<file path="src/rtl/align_operands.sv">
// Operand alignment stage for the FP add/sub datapath: unpacks two singles,
// puts the larger magnitude on operand 1 and right-shifts the smaller mantissa.
module align_operands #(
  parameter int unsigned SHIFT_STEP = 4
) (
  input  logic        clk,
  input  logic        reset,
  input  logic        in_valid,
  output logic        in_ready,
  input  logic [31:0] a,
  input  logic [31:0] b,
  output logic        out_valid,
  input  logic        out_ready,
  output logic        s1,
  output logic        s2,
  output logic [23:0] m1,
  output logic [23:0] m2,
  output logic [7:0]  e1,
  output logic        sticky
);

  localparam int unsigned MW = 24;
  localparam int unsigned EW = 8;

  typedef enum logic [1:0] {IDLE, COMPARE, SHIFT, DONE} state_t;

  state_t          r_state;
  logic [31:0]     r_a;
  logic [31:0]     r_b;
  logic [EW-1:0]   r_diff;

  logic [EW-1:0]   w_ea_exp, w_eb_exp, w_ea_eff, w_eb_eff;
  logic [MW-1:0]   w_ma, w_mb;
  logic            w_a_big;
  logic            w_s_big, w_s_small;
  logic [EW-1:0]   w_e_big, w_e_small, w_cmp_diff;
  logic [MW-1:0]   w_m_big, w_m_small;
  logic [EW-1:0]   w_k, w_diff_nxt;
  logic [MW-1:0]   w_mask, w_m2_shr;
  logic            w_lost;

  // Unpack: denormals get hidden=0 and an effective exponent of 1.
  assign w_ea_exp = r_a[30:23];
  assign w_eb_exp = r_b[30:23];
  assign w_ea_eff = (w_ea_exp == '0) ? EW'(1) : w_ea_exp;
  assign w_eb_eff = (w_eb_exp == '0) ? EW'(1) : w_eb_exp;
  assign w_ma     = {(w_ea_exp != '0), r_a[22:0]};
  assign w_mb     = {(w_eb_exp != '0), r_b[22:0]};

  // Magnitude order; a tie keeps A as operand 1.
  assign w_a_big    = {w_ea_eff, r_a[22:0]} >= {w_eb_eff, r_b[22:0]};
  assign w_s_big    = w_a_big ? r_a[31] : r_b[31];
  assign w_s_small  = w_a_big ? r_b[31] : r_a[31];
  assign w_e_big    = w_a_big ? w_ea_eff : w_eb_eff;
  assign w_e_small  = w_a_big ? w_eb_eff : w_ea_eff;
  assign w_m_big    = w_a_big ? w_ma : w_mb;
  assign w_m_small  = w_a_big ? w_mb : w_ma;
  assign w_cmp_diff = w_e_big - w_e_small;

  // One shifter step of at most SHIFT_STEP positions.
  assign w_k        = (r_diff < EW'(SHIFT_STEP)) ? r_diff : EW'(SHIFT_STEP);
  assign w_mask     = (MW'(1) << w_k) - MW'(1);
  assign w_m2_shr   = m2 >> w_k;
  assign w_lost     = |(m2 & w_mask);
  assign w_diff_nxt = r_diff - w_k;

  always_ff @(posedge clk) begin
    if (reset) begin
      r_state   <= IDLE;
      r_a       <= '0;
      r_b       <= '0;
      r_diff    <= '0;
      in_ready  <= 1'b0;
      out_valid <= 1'b0;
      s1        <= 1'b0;
      s2        <= 1'b0;
      m1        <= '0;
      m2        <= '0;
      e1        <= '0;
      sticky    <= 1'b0;
    end else begin
      case (r_state)
        IDLE: begin
          in_ready <= 1'b1;
          if (in_valid && in_ready) begin
            r_a      <= a;
            r_b      <= b;
            in_ready <= 1'b0;
            r_state  <= COMPARE;
          end
        end
        COMPARE: begin
          s1     <= w_s_big;
          s2     <= w_s_small;
          m1     <= w_m_big;
          e1     <= w_e_big;
          r_diff <= w_cmp_diff;
          if (w_cmp_diff == '0) begin
            m2        <= w_m_small;
            sticky    <= 1'b0;
            out_valid <= 1'b1;
            r_state   <= DONE;
          end else if (w_cmp_diff >= EW'(MW)) begin
            // Everything falls off the end; only the sticky survives.
            m2        <= '0;
            sticky    <= |w_m_small;
            r_diff    <= '0;
            out_valid <= 1'b1;
            r_state   <= DONE;
          end else begin
            m2      <= w_m_small;
            sticky  <= 1'b0;
            r_state <= SHIFT;
          end
        end
        SHIFT: begin
          m2     <= w_m2_shr;
          sticky <= sticky | w_lost;
          r_diff <= w_diff_nxt;
          if (w_diff_nxt == '0) begin
            out_valid <= 1'b1;
            r_state   <= DONE;
          end
        end
        DONE: begin
          if (out_ready) begin
            out_valid <= 1'b0;
            in_ready  <= 1'b1;
            r_state   <= IDLE;
          end
        end
        default: r_state <= IDLE;
      endcase
    end
  end

endmodule

</file>
<file path="config.mk">
export PLATFORM = sky130hd
export DESIGN_NAME = align_operands
export DESIGN_NICKNAME = d
export VERILOG_FILES = /design/src/rtl/align_operands.sv
export SDC_FILE = /design/constraint.sdc
export NUM_CORES = 1
export LEC_CHECK = 0
export BUFFER_PORTS_ARGS = -buffer_cell sky130_fd_sc_hd__buf_2
export CAP_MARGIN = 20
export CORE_UTILIZATION = 62
export CTS_CLUSTER_SIZE = 30
export DETAILED_ROUTE_END_ITERATION = 10
export GPL_TIMING_DRIVEN = 0
export PLACE_DENSITY_LB_ADDON = 0.12
export REMOVE_ABC_BUFFERS = 1
export SYNTH_ARGS = -nofsm -noshare
export SYNTH_HDL_FRONTEND = slang
export SYNTH_SLANG_ARGS = --single-unit
</file>
<file path="constraint.sdc">
create_clock -name clk -period 9.4 [get_ports clk]
set_input_delay 1.41 -clock clk [delete_from_list [all_inputs] [get_ports clk]]
set_output_delay 1.41 -clock clk [all_outputs]
set_load 0.005 [all_outputs]
</file>
==> impl_summary.log <==
[metrics] final critical-path share of the clock period: 67.5%
[metrics] top-area cell type share of the netlist area: 33.3%
[metrics] area of the die: roughly 14000 um^2
[metrics] wl on met1: about 10 mm
[metrics] unrepaired setup endpoints after global routing: false
[metrics] CTS tree: done
[metrics] clock buffer count from CTS: 17
[metrics] pin count of the biggest net entering global routing: 98
[metrics] Hold Crit Class: register to register
[metrics] endpoint of the most critical register-to-register path: m2[10]
[metrics] final count of negative-setup-slack endpoints: 0
[metrics] number of warnings issued by yosys: 0
[metrics] Yosys cell types: 63
[metrics] top flip-flop cell by instance count after synthesis: sky130_fd_sc_hd__dfxtp_1
[metrics] worst-skew pair later-pin latency: 0.42 ns
[metrics] Static Leakage: 3.92 nW
[metrics] antenna violation net count after detailed routing: 0
[metrics] number of global-route vias before repair: roughly 7000
[metrics] Filler Cell Count: 1038
[metrics] synthesized-area fraction occupied by ao, oa, aoi and oai cells: 19.5%
[metrics] total length of routed met2 wires: ~10 mm
[metrics] largest fanout on the critical path: 70
[metrics] startpoint of the tightest hold check path: r_diff[7]
[metrics] post-layout worst setup margin: 3.05 ns
[metrics] share of synthesized area spent on multiplexers: 8.62%
[metrics] total negative slack for setup checks: 0 ns
[metrics] EDFF count, synth: 0
[metrics] type of element capturing the critical path: register
[metrics] Post-Syn Instances: 1083
[metrics] launching element type of the critical path: register
[metrics] Critical Path RT: 9.75 ns
[metrics] core region area: 12700 um^2
[metrics] dominant cells by area after synthesis: sky130_fd_sc_hd__dfxtp_1 33%, sky130_fd_sc_hd__nand2_1 10%, sky130_fd_sc_hd__mux2i_1 7.7%, sky130_fd_sc_hd__a21oi_1 7.6%, sky130_fd_sc_hd__nor2_1 5.8%
[metrics] worst slack on hold paths: between 0.4 and 0.5 ns
[metrics] post-detailed-route via-to-cell ratio: 5.95
[metrics] number of antenna diodes: 0
[metrics] simple-gate area share of the yosys netlist: 25.5%
[metrics] Resized Gates After CTS: 0
[metrics] clock-pin transition on the worst setup and hold timing paths: 0.06 ns
[metrics] WP data arrival: 6.70 ns
[metrics] count of input and output buffers: approximately 130
[metrics] Setup Skew: 0.00630 ns
[metrics] Final Slew Violations: 0
[metrics] slew at the pin with the worst max-slew slack: 1.05 ns
[metrics] final weighted congestion in routability-driven placement: 0.860
[metrics] layout cells sized above 1: between 15 and 20%
[metrics] Final min period: 6.35 ns
[metrics] Post-Synth XOR/XNOR Area: 1.06%
[metrics] footprint of the flip-flops and latches: roughly 2700 um^2
[metrics] status: finished, final reports clean
[metrics] Total GRT Usage: 32.6%
[metrics] number of hold buffers added after cts: 0
[metrics] final count of hold timing violations: 0
[metrics] area growth from synthesis to layout: 16.1%
[metrics] largest family of logic cells by synthesized area: simple AND/OR/NAND/NOR gates
[metrics] number of cells on the worst reg-to-reg path: 22
[metrics] number of register bits inferred by synthesis: 135
[metrics] Clock Tree Root: sky130_fd_sc_hd__clkbuf_16
[metrics] remaining global-route overflow: 0
[metrics] routed via count: 7931
[metrics] Die Wd: 116 um
[metrics] max-capacitance violation count: 0
[metrics] share of async-settable or async-resettable flops after synthesis: 0%
[metrics] Post-Syn Area per Cell: 7.49 um^2
[metrics] clock sink count: roughly 140
[metrics] tightest slew margin relative to the limit: 29.7%
[metrics] deepest level of the CTS H-tree: 4
[metrics] kind of critical path: register to register
[metrics] number of I/O pins: 129
[metrics] drt first-iter violations: 775
[metrics] Peak supply drop: roughly 300 uV
[metrics] cell area after technology mapping: 8110 um^2
[metrics] initial core utilization: between 60% and 70%
[metrics] top cell type by total area after synthesis: sky130_fd_sc_hd__dfxtp_1
[metrics] detailed-placement wirelength estimate: 14.6 mm
[metrics] drc violations: 0
[metrics] synthesized-area fraction occupied by adder cells: about 5.7%
[metrics] initial antenna violation count: 0
[metrics] placement-stage worst setup slack: about 2.9 ns
[metrics] Final nets: around 1300
[metrics] average routed wire per standard cell: 16.3 um
[metrics] num rows: 41
[metrics] Hold Path Cell Cnt: 2
[metrics] WHS Endpoint: r_diff[7]
[metrics] sequential fraction of the synthesis area: 33.3%
[metrics] Power Density: 357 nW/um^2
[metrics] Clock Tree Buf Depth: 2
[metrics] multi-input logic area: 4920 um^2
[metrics] top routing layer used: met4
[metrics] Post-Route WL: 21.7 mm
[metrics] number of detailed-route iterations in the first pass: 6
[metrics] Critical R2R Launch: r_b[27]
[metrics] total power consumption of the routed design: 0.00337 W
[metrics] total met3 wirelength after detailed routing: ~1.4 mm
[metrics] share of the core filled with cells in the final layout: between 70% and 80%
[metrics] wire length of the first global-routing pass: about 34 mm
[metrics] Max Freq: 158 MHz
[metrics] vertical extent of the die: 116 um
[metrics] setup fix buffers added after clock tree synthesis: 0
[metrics] setup slack of the worst register-to-register path: 3.05 ns
## routing by layer
metal / up-vias / global-route usage [%]
li1: 3907 / -
met2: 286 / 52.2
met1: 3714 / 44.3
met3: 24 / 7.27
met4: 0 / 8.38
met5: - / 0
## area by class of cell
class	count	area share, %
clock inverters	11	1.59
well taps	172	2.28
inverters	35	1.39
multi-input cells	824	52.3
repair buffers	137	8.93
flip-flops and latches	135	28.7
clock buffers	20	4.85
## cells in the mapped netlist (all sizes together) (13+ instances only)
master  number
nand2      224
nor4        15
clkbuf      70
dfxtp      135
mux2i       62
buf         19
ha          37
o311a       26
o21ai       22
nand3       13
a21oi      123
nor2       125
inv         34
nor3        40
a211oi      36
## cells in the final DEF, fill, tap and decap left out, types with 6 or more instances in the layout
cell,instances
sky130_fd_sc_hd__nor4_1,13
sky130_fd_sc_hd__nor2_1,125
sky130_fd_sc_hd__a21oi_1,123
sky130_fd_sc_hd__nor3_1,20
sky130_fd_sc_hd__a31oi_1,7
sky130_fd_sc_hd__inv_1,34
sky130_fd_sc_hd__clkbuf_16,17
sky130_fd_sc_hd__nand2_1,223
sky130_fd_sc_hd__nand4_1,8
sky130_fd_sc_hd__nor3_2,20
sky130_fd_sc_hd__nor2b_1,12
sky130_fd_sc_hd__o311a_1,26
sky130_fd_sc_hd__o21ai_0,20
sky130_fd_sc_hd__a211oi_1,36
sky130_fd_sc_hd__buf_2,127
sky130_fd_sc_hd__mux2i_1,62
sky130_fd_sc_hd__dfxtp_1,135
sky130_fd_sc_hd__ha_1,34
sky130_fd_sc_hd__mux2_2,6
sky130_fd_sc_hd__nand3_1,12
## worst max-delay path by stage
stage | startpoint | slack, ns | cells after the start | endpoint
6_report | r_b[27] | 3.05 | 22 | m2[10]
2_1_floorplan | r_b[25] | 3.96 | 20 | m2[10]
4_1_cts | r_b[27] | 2.75 | 20 | m2[11]
5_1_grt | r_b[27] | 2.70 | 22 | m2[4]
3_5_place_dp | r_b[27] | 2.88 | 20 | m2[11]
3_3_place_gp | r_b[25] | 2.98 | 20 | m2[13]
## power by group
| part | switching [W] | internal, W | leakage [nW] |
|---|---|---|---|
| Combinational | 0.00108 | 0.000714 | 2.54 |
| Sequential | 0.000172 | 0.000708 | 1.10 |
| Clock | 0.000258 | 0.000430 | 0.280 |
| Total | 0.00151 | 0.00185 | 3.92 |
## critical path: stages (launching register included)
cell and delay [ns]:
sky130_fd_sc_hd__dfxtp_1 0.33, sky130_fd_sc_hd__or4_1 0.53, sky130_fd_sc_hd__nor4_2 0.32, sky130_fd_sc_hd__nor2_1 0.12, sky130_fd_sc_hd__ha_1 0.38, sky130_fd_sc_hd__nand2_1 0.09, sky130_fd_sc_hd__or4_4 0.50, sky130_fd_sc_hd__o211ai_2 0.17
sky130_fd_sc_hd__nor2_1 0.10, sky130_fd_sc_hd__nand2_4 0.33, sky130_fd_sc_hd__buf_16 0.34, sky130_fd_sc_hd__nor3_1 0.12, sky130_fd_sc_hd__a22oi_1 0.17, sky130_fd_sc_hd__ha_1 0.22, sky130_fd_sc_hd__o21ai_0 0.09, sky130_fd_sc_hd__o21ai_0 0.10
sky130_fd_sc_hd__a21oi_1 0.09, sky130_fd_sc_hd__mux2i_1 0.27, sky130_fd_sc_hd__xnor2_1 0.30, sky130_fd_sc_hd__o21ai_1 0.16, sky130_fd_sc_hd__or3_1 0.81, sky130_fd_sc_hd__o311a_1 0.54, sky130_fd_sc_hd__nor3_2 0.15
## sequential cells by signal, indices dropped and copies added, names as in the netlist
name,cells
e1,8
m2,24
out_valid,1
r_state,2
s2,1
sticky,1
in_ready,1
r_b,32
r_a,32
r_diff,8
s1,1
m1,24
## logic make-up (layout without fill, tap and decap cells)
kind of cell | count (synthesis) | count (layout)
compound gates | 248 | 248
xor+xnor | 9 | 9
mux | 69 | 69
buf+inv | 124 | 203
flops | 135 | 135
simple gates | 460 | 460
other cells | 1 | 1
fa+ha+maj | 37 | 37
## metrics by stage
step,cells,area [um^2]
final,1334,9420
after detailed placement,1302,8780
after global routing,1334,9420
after CTS,1333,9390
after floorplan,994,7740
after global placement,1294,8590
(Power assumes the default switching activity.)
